[src/rtl/fan_pkg.sv]
// Shared types and elaboration-time helpers for the fan speed controller.
package fan_pkg;

  typedef enum logic [1:0] {
    CMD_HOLD,
    CMD_UP,
    CMD_DOWN,
    CMD_OFF
  } lvl_cmd_e;

  function automatic int unsigned level_width(input int unsigned levels);
    return (levels < 1) ? 1 : $clog2(levels + 1);
  endfunction

  localparam int unsigned LEVELS_MAX = 255;
  localparam int unsigned LW_MAX     = level_width(LEVELS_MAX);

  // floor(k * (2^n - 1) / levels) evaluated in 64-bit to avoid overflow.
  function automatic longint unsigned target_duty(input int unsigned k,
                                                  input int unsigned levels,
                                                  input int unsigned n);
    longint unsigned kk;
    longint unsigned full;
    longint unsigned lv;
    kk   = k;
    lv   = levels;
    full = (64'd1 << n) - 64'd1;
    if (lv == 64'd0) return 64'd0;
    return (kk * full) / lv;
  endfunction

  function automatic int unsigned div_calc(input int unsigned sys_mhz,
                                           input int unsigned pwm_hz,
                                           input int unsigned n);
    longint unsigned num;
    longint unsigned den;
    longint unsigned q;
    num = sys_mhz;
    num = num * 64'd1000000;
    den = pwm_hz;
    den = den << n;
    q   = (den == 64'd0) ? 64'd1 : num / den;
    return (q < 64'd1) ? 1 : 32'(q);
  endfunction

endpackage

[src/rtl/fan_pwm_gen.sv]
// Fixed-frequency PWM: prescaler, N-bit period counter and registered comparator.
module fan_pwm_gen
  import fan_pkg::*;
#(
  parameter int unsigned SYS_FREQ = 125,
  parameter int unsigned N        = 12,
  parameter int unsigned PWM_FREQ = 200
) (
  input  logic         clk,
  input  logic         reset_n,
  input  logic [N-1:0] duty,
  output logic         pwm
);

  localparam int unsigned   DIV        = div_calc(SYS_FREQ, PWM_FREQ, N);
  localparam int unsigned   PW         = (DIV > 1) ? $clog2(DIV) : 1;
  localparam logic [PW-1:0] PRESC_LAST = PW'(DIV - 1);

  logic [PW-1:0] presc;
  logic [N-1:0]  cnt;
  logic          tick;

  assign tick = (presc == PRESC_LAST);

  always_ff @(posedge clk or negedge reset_n) begin
    if (!reset_n) begin
      presc <= '0;
      cnt   <= '0;
      pwm   <= 1'b0;
    end else begin
      presc <= tick ? '0 : presc + 1'b1;
      if (tick) cnt <= cnt + 1'b1;
      // Full-scale duty must stay high through the cnt == 2^N-1 slot.
      if (duty == '1) pwm <= 1'b1;
      else            pwm <= (cnt < duty);
    end
  end

endmodule

[src/rtl/fan_speed_ctrl.sv]
// Fan speed controller: level control, registered target lookup, duty/busy and PWM.
// Define FAN_SOFT_START_EN to ramp duty toward target instead of tracking it directly.
module fan_speed_ctrl
  import fan_pkg::*;
#(
  parameter int unsigned SYS_FREQ   = 125,
  parameter int unsigned N          = 12,
  parameter int unsigned LEVELS     = 7,
  parameter int unsigned PWM_FREQ   = 200,
  parameter int unsigned WRAP       = 0,
  parameter int unsigned RAMP_TICKS = 1024,
  parameter int unsigned RAMP_STEP  = 16
) (
  input  logic                           clk,
  input  logic                           reset_n,
  input  logic                           btn_up_p,
  input  logic                           btn_down_p,
  input  logic                           fan_en,
  output logic [level_width(LEVELS)-1:0] level,
  output logic [N-1:0]                   duty,
  output logic                           busy,
  output logic                           pwm
);

  localparam int unsigned   LW        = level_width(LEVELS);
  localparam int unsigned   LUT_DEPTH = 1 << LW;
  localparam logic [LW-1:0] LVL_MAX   = LW'(LEVELS);

  if (LEVELS < 1 || LEVELS > LEVELS_MAX || N < 1 || RAMP_TICKS < 1 || RAMP_STEP < 1)
  begin : g_param_check
    $error("fan_speed_ctrl: parameter out of range");
  end

  lvl_cmd_e      cmd;
  logic [LW-1:0] level_d;
  logic [N-1:0]  target;
  logic [N-1:0]  target_d;
  logic [N-1:0]  duty_d;
  logic [N-1:0]  lut [LUT_DEPTH];

  for (genvar k = 0; k < LUT_DEPTH; k++) begin : g_lut
    assign lut[k] = (k <= LEVELS) ? N'(target_duty(k, LEVELS, N)) : '0;
  end

  always_comb begin
    cmd = CMD_HOLD;
    if (!fan_en)                       cmd = CMD_OFF;
    else if (btn_up_p && !btn_down_p)  cmd = CMD_UP;
    else if (btn_down_p && !btn_up_p)  cmd = CMD_DOWN;

    level_d = level;
    unique case (cmd)
      CMD_OFF:  level_d = '0;
      CMD_UP:   if (level >= LVL_MAX) level_d = (WRAP != 0) ? '0 : LVL_MAX;
                else                  level_d = level + 1'b1;
      CMD_DOWN: if (level == '0)      level_d = (WRAP != 0) ? LVL_MAX : '0;
                else                  level_d = level - 1'b1;
      default:  level_d = level;
    endcase
  end

  // Target drops with fan_en so busy stays clear through a forced stop.
  assign target_d = fan_en ? lut[level] : '0;

`ifdef FAN_SOFT_START_EN
  localparam int unsigned   TW        = (RAMP_TICKS > 1) ? $clog2(RAMP_TICKS) : 1;
  localparam logic [TW-1:0] TICK_LAST = TW'(RAMP_TICKS - 1);
  localparam logic [N:0]    STEP      = (N+1)'((RAMP_STEP > (1 << N)) ? (1 << N) : RAMP_STEP);

  logic [TW-1:0] ramp_cnt;
  logic          ramp_tick;
  logic [N:0]    up_room;
  logic [N:0]    dn_room;

  assign ramp_tick = (ramp_cnt == TICK_LAST);

  always_comb begin
    up_room = {1'b0, target} - {1'b0, duty};
    dn_room = {1'b0, duty} - {1'b0, target};
    duty_d  = duty;
    if (!fan_en) begin
      duty_d = '0;
    end else if (ramp_tick && (target_d == target)) begin
      if (duty < target)      duty_d = (up_room > STEP) ? duty + STEP[N-1:0] : target;
      else if (duty > target) duty_d = (dn_room > STEP) ? duty - STEP[N-1:0] : target;
    end
  end

  // Timer restarts on any target change and idles once duty has arrived.
  always_ff @(posedge clk or negedge reset_n) begin
    if (!reset_n) begin
      ramp_cnt <= '0;
    end else if (!fan_en || (target_d != target) || (duty == target)) begin
      ramp_cnt <= '0;
    end else begin
      ramp_cnt <= ramp_tick ? '0 : ramp_cnt + 1'b1;
    end
  end
`else
  assign duty_d = fan_en ? target : '0;
`endif

  always_ff @(posedge clk or negedge reset_n) begin
    if (!reset_n) begin
      level  <= '0;
      target <= '0;
      duty   <= '0;
      busy   <= 1'b0;
    end else begin
      level  <= level_d;
      target <= target_d;
      duty   <= duty_d;
      busy   <= (duty_d != target_d);
    end
  end

  fan_pwm_gen #(
    .SYS_FREQ (SYS_FREQ),
    .N        (N),
    .PWM_FREQ (PWM_FREQ)
  ) u_pwm (
    .clk     (clk),
    .reset_n (reset_n),
    .duty    (duty),
    .pwm     (pwm)
  );

endmodule

[config.mk]
export PLATFORM = sky130hd
export DESIGN_NAME = fan_speed_ctrl
export DESIGN_NICKNAME = d
export VERILOG_FILES = /design/src/rtl/fan_pkg.sv /design/src/rtl/fan_pwm_gen.sv /design/src/rtl/fan_speed_ctrl.sv
export SDC_FILE = /design/constraint.sdc
export NUM_CORES = 1
export LEC_CHECK = 0
export BUFFER_PORTS_ARGS = -buffer_cell sky130_fd_sc_hd__buf_2
export CORE_MARGIN = 3
export CORE_UTILIZATION = 30
export CTS_BUF_LIST = sky130_fd_sc_hd__clkbuf_2
export DETAILED_ROUTE_END_ITERATION = 7
export PLACE_DENSITY = 0.48
export SLEW_MARGIN = 25
export SYNTH_ARGS = -nofsm -noshare
export SYNTH_HDL_FRONTEND = slang
export SYNTH_SLANG_ARGS = --single-unit
[constraint.sdc]
create_clock -name clk -period 1.4 [get_ports clk]
set_input_delay 0.28 -clock clk [delete_from_list [all_inputs] [get_ports clk]]
set_output_delay 0.28 -clock clk [all_outputs]
set_load 0.1 [all_outputs]
==> results.sh, run 1 <==
export IMPL_outcome="complete, but fails checks"
export IMPL_failed_checks="negative setup slack"
export IMPL_leakage_power_uw=0.00140
export IMPL_max_freq_mhz=659
export IMPL_number_of_enable_type_register_cells_in_the_synthesized_netlist=0
export IMPL_tightestPinTransition_ns=0.365
export IMPL_cts_sink_count=31
export IMPL_viasPerCell=4.58
export IMPL_switching_share_pct=30.1
export IMPL_mappedNetlistNets=196
export IMPL_final_period_minus_worst_setup_slack_ns=1.52
export IMPL_slew_violations=0
export IMPL_root_buffer="clkbuf_2"
export IMPL_initial_core_utilization_pct=32.0
export IMPL_place_gp_congestion=0.877
export IMPL_ys_top_cells_by_area="dfrtp_1 (42%), ha_1 (14%), xor2_1 (5.3%), xnor2_1 (3.8%), buf_4 (3.7%)"
export IMPL_post_route_drc_count=0
export IMPL_drt_pass1_iter_count=4
export IMPL_grt_antenna_before_repair=0
export IMPL_synth_most_common_cell="dfrtp_1"
export IMPL_design_power_total_uw=1620
export IMPL_setup_worst_path_start_class="flop"
export IMPL_finalHoldWorstSlack_ns=0.316
export IMPL_die_y_um=84.0
export IMPL_synthToLayoutAreaGrowth_pct=54.1
export IMPL_critical_path_arrival_ns=1.80
export IMPL_grt_total_usage_pct=11.9
export IMPL_seqPwrFrac_pct=56.8
export IMPL_timing_final_setup_violations=29
export IMPL_synth_simple_gate_area_share_pct=18.2
export IMPL_synth_seq_cells=31
export IMPL_dp_area_um2=2530
export IMPL_net_switching_power_uw=486
export IMPL_layout_setup_ws_ns=-0.118
export IMPL_timing_critical_path_slowest_cell_delay_ns=0.55
export IMPL_setup_repair_after_global_routing_missed_its_margin="yes"
export IMPL_diodes=0
export IMPL_yosys_top_cell_by_area="dfrtp_1"
export IMPL_cp_buffers_inverters=0
export IMPL_criticalPathCategory="reg2reg"
export IMPL_post_synth_fa_ha_maj_area_fraction_pct=14.4
export IMPL_sequential_share_of_the_synthesized_area_pct=42.5
export IMPL_synth_compound_gate_area_share_pct=8.36
export IMPL_buffers_added_on_ports=21
export IMPL_clk_insertion_delay_late_ns=0.37
export IMPL_cap_violations=0
export IMPL_wire_length_of_the_first_global_routing_pass_um=6750
export IMPL_bufs_on_longest_clock_path=2
export IMPL_global_route_overflow_total=0
export IMPL_via_count=1430
export IMPL_finalClockSkew_ns=0.0199
export IMPL_worst_voltage_drop_across_the_vdd_grid_uv=244
export IMPL_cp_top_family="flip-flops"
export IMPL_antenna_left=0
export IMPL_intPower_uw=1130
export IMPL_worst_setup_hold_path_clk_slew_ns=0.16
export IMPL_path_cells="ha_4 > ha_4 > a31o_4 > o21ai_1 > a211oi_1 > a21o_1"
export IMPL_layout_cell_share_with_drive_strength_beyond_1_pct=45.0
export IMPL_cts_inserted_buffers=5
export IMPL_yosysUniqueCellTypes=31
export IMPL_critical_path_max_fanout=4
export IMPL_holdCritPathClass="in2async"
export IMPL_proportion_of_netlist_area_held_by_the_largest_area_contributor_pct=42.5
export IMPL_design_area_um2=2810
export IMPL_synth_xor_area_share_pct=9.12
export IMPL_syn_cell_area_um2=1830
export IMPL_detail_route_wl_per_cell_um=12.6
export IMPL_finalHoldViolations=0
export IMPL_total_core_area_um2=5710
export IMPL_first_global_vias=1452
export IMPL_core_rowCount=27
export IMPL_cp_end_kind="flop"
export IMPL_powerDensity_nw_per_um2=575
export IMPL_synth_top_flop_cell="dfrtp_1"
export IMPL_die_area_um2=7060
export IMPL_synth_async_reset_ratio_pct=100
export IMPL_muxShareOfSynthArea_pct=1.23
export IMPL_slew_limit_headroom_pct=75.5
export IMPL_ys_top_cells_by_count="dfrtp_1 (31), ha_1 (21), inv_1 (12), nand2_1 (12), xor2_1 (11)"
export IMPL_synthCells=170
export IMPL_final_min_period_over_clock_period_pct=108
export IMPL_clock_group_share_of_total_power_pct=26.4
export IMPL_die_width_um=84.0
export IMPL_ioPinCount=22
export IMPL_comb_power_share_pct=16.8
export IMPL_yosys_warnings=0
export IMPL_clock_tree_from_tritoncts="done"
export IMPL_data_required_time_at_the_worst_endpoint_ns=1.69
export IMPL_timing_critical_path_mode_cell="ha_4"
export IMPL_ctsHtreeMaxLevel=2
export IMPL_drt_first_iter_violations=42
export IMPL_cpMaxStageDelayCell="dfrtp_4"
export IMPL_synth_top_family_by_area="simple AND/OR/NAND/NOR gates"
export IMPL_dp_final_hpwl_um=2880
export IMPL_place_ws_ns=-0.113
export IMPL_post_synth_cell_area_avg_um2=10.7
export IMPL_nets=265
export IMPL_grt_max_degree=16
export IMPL_routed_wl_um=3940
placed cells by master (no fill, tap or decap), drive strengths merged, types with 4 or more instances in the layout:
cell type / instances
clkbuf: 6
and2: 6
dfrtp: 31
nand4: 5
buf: 70
xor2: 11
ha: 21
inv: 12
nand2: 12
a21oi: 5
o21ai: 6
nand3: 10
a211oi: 4
xnor2: 8
nor2: 8
through the flow:
stage	setup TNS [ns]	cells	utilization, %
2_1_floorplan	-0.981	170	-
3_3_place_gp	-0.492	289	44.3
3_5_place_dp	-0.579	289	44.3
4_1_cts	-2.21	308	47.5
5_1_grt	-4.33	312	49.3
6_report	-1.96	312	49.3
timing repair:
action | CTS | global route
cloned | 0 | 0
endpoints found under the hold margin | 13 | 0
setup buffers | 10 | 4
resized for setup | 15 | 13
pin swaps | 12 | 5
hold buffers | 1 | 0
endpoints found under the setup margin | 27 | 30
path summary, 6_finish.rpt:
check                           slack, ns            end     startpoint  depth (start not counted)
worst max-delay path                -0.12       level[2]       level[0]                          6
worst min-delay path                 0.32        duty[8]        reset_n                          2
worst max register to register      -0.12       level[2]       level[0]                          6
worst min register to register       0.50  u_pwm.cnt[11]  u_pwm.cnt[11]                          1
max in group asynchronous            0.59   u_pwm.cnt[5]        reset_n                          3
min in group clk                     0.35     target[10]         fan_en                          4
flip-flops by register name, indices dropped and copies added, names as in the netlist:
signal	cells
u_pwm.presc	8
duty	3
target	3
u_pwm.cnt	12
busy	1
u_pwm.pwm	1
level	3
worst reg2reg max path, cell delays in order, from the launching register on:
cell and delay, ns:
dfrtp_4 0.55, ha_4 0.18, ha_4 0.15, a31o_4 0.20, o21ai_1 0.11, a211oi_1 0.08, a21o_1 0.16
power by group through the flow:
stage / clock network [uW] / registers (uW) / logic [uW]
floorplan: 0 / 1010 / 72.4
global placement: 0 / 934 / 243
detailed placement: 0 / 934 / 246
CTS: 450 / 918 / 268
global route: 490 / 920 / 292
finish: 426 / 918 / 272
layout make-up:
type / instances / area [um^2]
clock buffers: 6 / 30.0
clock inverters: 2 / 7.51
fillers: 518 / 2900
inverters: 12 / 55.1
multi-input cells: 118 / 1070
flip-flops and latches: 31 / 796
well taps: 72 / 90.1
repair buffers: 71 / 763
layer usage:
layer	vias up	routed length [um]	share of wire [%]	track usage, %
met4	0	98	2.5	5.85
met3	7	92	2.3	2.57
met1	689	1690	43	13.8
met5	-	0	0	0
li1	717	-	-	-
met2	17	2060	52	20.6
kinds of logic after synthesis:
kind of cell	Yosys count
adder cells (fa/ha/maj)	21
AND/OR/NAND/NOR	53
flip-flops	31
XOR/XNOR	19
buffers and inverters	21
multiplexers	2
AO/OA/AOI/OAI	23
Power figures use the tool's default switching activity.
==> inputs of run 2 (changes only) <==
CORE_UTILIZATION = 54   (was 30)
PLACE_DENSITY = 0.78   (was 0.48)
==> run 2 against run 1 <==
Against the previous run: the run still ends with negative setup slack left; clock power grew 9.2%; combinational power up 10%; via count increased by 12%; first-iteration DRC count grew to 3.9 times the previous value; final area shrank 3.1%; critical endpoint is now u_pwm.pwm.
==> results.sh, run 2 (same netlist as run 1, synthesis figures left out) <==
export IMPL_grt_antenna_before_repair=0
export IMPL_worst_voltage_drop_across_the_vdd_grid_uv=645
export IMPL_ioPinCount=22
export IMPL_place_gp_congestion=0.816
export IMPL_comb_power_share_pct=17.8
export IMPL_routedLengthMet1_um=2000
export IMPL_met2_wirelength_um=3110
export IMPL_critical_path_max_fanout=4
export IMPL_criticalPathCategory="reg2reg"
export IMPL_drt_pass1_iter_count=4
export IMPL_worst_setup_hold_path_clk_slew_ns=0.18
export IMPL_cap_violations=0
export IMPL_data_required_time_at_the_worst_endpoint_ns=1.69
export IMPL_top_regs="u_pwm.cnt (12), u_pwm.presc (8)"
export IMPL_finalClockSkew_ns=0.0264
export IMPL_cpMaxStageDelayCell="dfrtp_1"
export IMPL_final_min_period_over_clock_period_pct=116
export IMPL_final_non_filler_cells=274
export IMPL_regToRegStartpoint="u_pwm.cnt[1]"
export IMPL_seqPwrFrac_pct=54.6
export IMPL_setup_worst_path_start_class="flop"
export IMPL_timing_final_setup_violations=32
export IMPL_viasPerCell=5.86
export IMPL_cp_top_family="compound AO/OA/AOI/OAI gates"
export IMPL_switching_share_pct=32.4
export IMPL_topRoutingLayerUsed="met4"
export IMPL_layout_cell_share_with_drive_strength_beyond_1_pct=46.1
export IMPL_first_global_vias=1723
export IMPL_cp_buffers_inverters=1
export IMPL_dp_final_hpwl_um=3500
export IMPL_final_period_minus_worst_setup_slack_ns=1.63
export IMPL_antenna_left=0
export IMPL_detailroute_wirelength_met3_um=257
export IMPL_die_area_um2=4110
export IMPL_cts_sink_count=31
export IMPL_failed_checks="negative setup slack"
export IMPL_grt_total_usage_pct=27.0
export IMPL_global_route_overflow_total=0
export IMPL_slew_limit_headroom_pct=65.4
export IMPL_total_core_area_um2=3130
export IMPL_holdCritPathClass="in2async"
export IMPL_root_buffer="clkbuf_2"
export IMPL_number_of_flip_flops_under_the_largest_register_name=12
export IMPL_synthToLayoutAreaGrowth_pct=49.3
export IMPL_via_count=1606
export IMPL_core_rowCount=20
export IMPL_die_y_um=64.1
export IMPL_layout_setup_ws_ns=-0.230
export IMPL_detail_route_wl_per_cell_um=21.0
export IMPL_clock_tree_from_tritoncts="done"
export IMPL_layout_commonest_cell="buf_4"
export IMPL_tightestPinTransition_ns=0.515
export IMPL_wire_length_of_the_first_global_routing_pass_um=8340
export IMPL_mostFrequentLayoutCells="buf_4 (32), dfrtp_1 (25), buf_12 (17), ha_1 (14), nand2_1 (12)"
export IMPL_max_freq_mhz=614
export IMPL_routed_wl_um=5750
export IMPL_clock_group_share_of_total_power_pct=27.6
export IMPL_intPower_uw=1140
export IMPL_finalHoldViolations=0
export IMPL_initial_core_utilization_pct=58.4
export IMPL_powerDensity_nw_per_um2=618
export IMPL_nets=255
export IMPL_finalHoldWorstSlack_ns=0.275
export IMPL_diodes=0
export IMPL_timing_critical_path_slowest_cell_delay_ns=0.46
export IMPL_drt_first_iter_violations=164
export IMPL_totalNegativeSetupSlack_ns=-3.08
export IMPL_reg2reg_to="u_pwm.pwm"
export IMPL_net_switching_power_uw=546
export IMPL_post_route_drc_count=0
export IMPL_leakage_power_uw=0.00135
export IMPL_clk_insertion_delay_late_ns=0.41
export IMPL_bufs_on_longest_clock_path=2
export IMPL_die_width_um=64.1
export IMPL_critical_path_arrival_ns=1.92
export IMPL_slew_violations=0
export IMPL_cp_end_kind="flop"
export IMPL_setup_repair_after_global_routing_missed_its_margin="yes"
export IMPL_buffers_added_on_ports=21
export IMPL_cts_inserted_buffers=5
export IMPL_ctsHtreeMaxLevel=2
export IMPL_reg2reg_slack_ns=-0.23
export IMPL_path_cells="buf_4 > ha_1 > nand2_1 > o21ai_1 > a41o_1 > a2bb2oi_2"
export IMPL_dp_cells=255
export IMPL_grt_max_degree=20
export IMPL_max_flop_register="u_pwm.cnt"
export IMPL_outcome="complete, but fails checks"
export IMPL_place_ws_ns=-0.212
export IMPL_ff2ff_path_depth=6
-- run 2: changes by cell type in the layout (fill, tap and decap cells not counted), moves of 2 or more --
cell,change
a21oi_1,-3
buf_4,-9
a21oi_2,+3
o21ai_2,+2
o21ai_0,-2
-- run 2: worst max-delay path by stage --
stage	startpoint	to	slack [ns]	cells past startpoint
2_1_floorplan	level[1]	level[2]	-0.25	6
3_3_place_gp	level[0]	level[1]	-0.08	6
3_5_place_dp	duty[10]	u_pwm.pwm	-0.21	6
4_1_cts	level[1]	level[1]	-0.16	6
5_1_grt	duty[8]	u_pwm.pwm	-0.29	6
6_report	u_pwm.cnt[1]	u_pwm.pwm	-0.23	6
-- run 2: metal layers --
layer | vias up | global-route usage (%)
li1 | 701 | -
met1 | 797 | 26.4
met2 | 73 | 51.0
met3 | 35 | 6.50
met4 | 0 | 15.6
met5 | - | 0
-- run 2: metrics by stage --
stage	area (um^2)	power, uW	util (%)
after floorplan	1910	1080	-
after global placement	2460	1180	78.7
after detailed placement	2460	1190	78.7
after CTS	2650	1660	84.7
after global routing	2730	1750	87.2
final	2730	1680	87.2
-- run 2: power groups by stage --
stage / Combinational [uW] / Clock, uW / Sequential, uW
global placement: 246 / 0 / 933
floorplan: 72.4 / 0 / 1010
finish: 300 / 465 / 920
CTS: 284 / 455 / 919
global route: 315 / 512 / 920
detailed placement: 257 / 0 / 934
-- run 2: area by class of cell --
type                       count  area [um^2]
clock buffer                   6         30.0
clock inverter                 2         8.76
fill                         134          402
inverter                      12         52.6
multi-input combinational    118         1090
sequential                    31          796
tap                           44         55.1
timing repair buffer          61          689
-- run 2: what timing repair did --
action | in CTS | in global routing
gates resized for setup | 22 | 12
endpoints found under the setup margin | 29 | 30
setup buffers | 5 | 5
hold buffers | 1 | 0
hold endpoints to repair | 12 | 0
pin swaps | 11 | 16
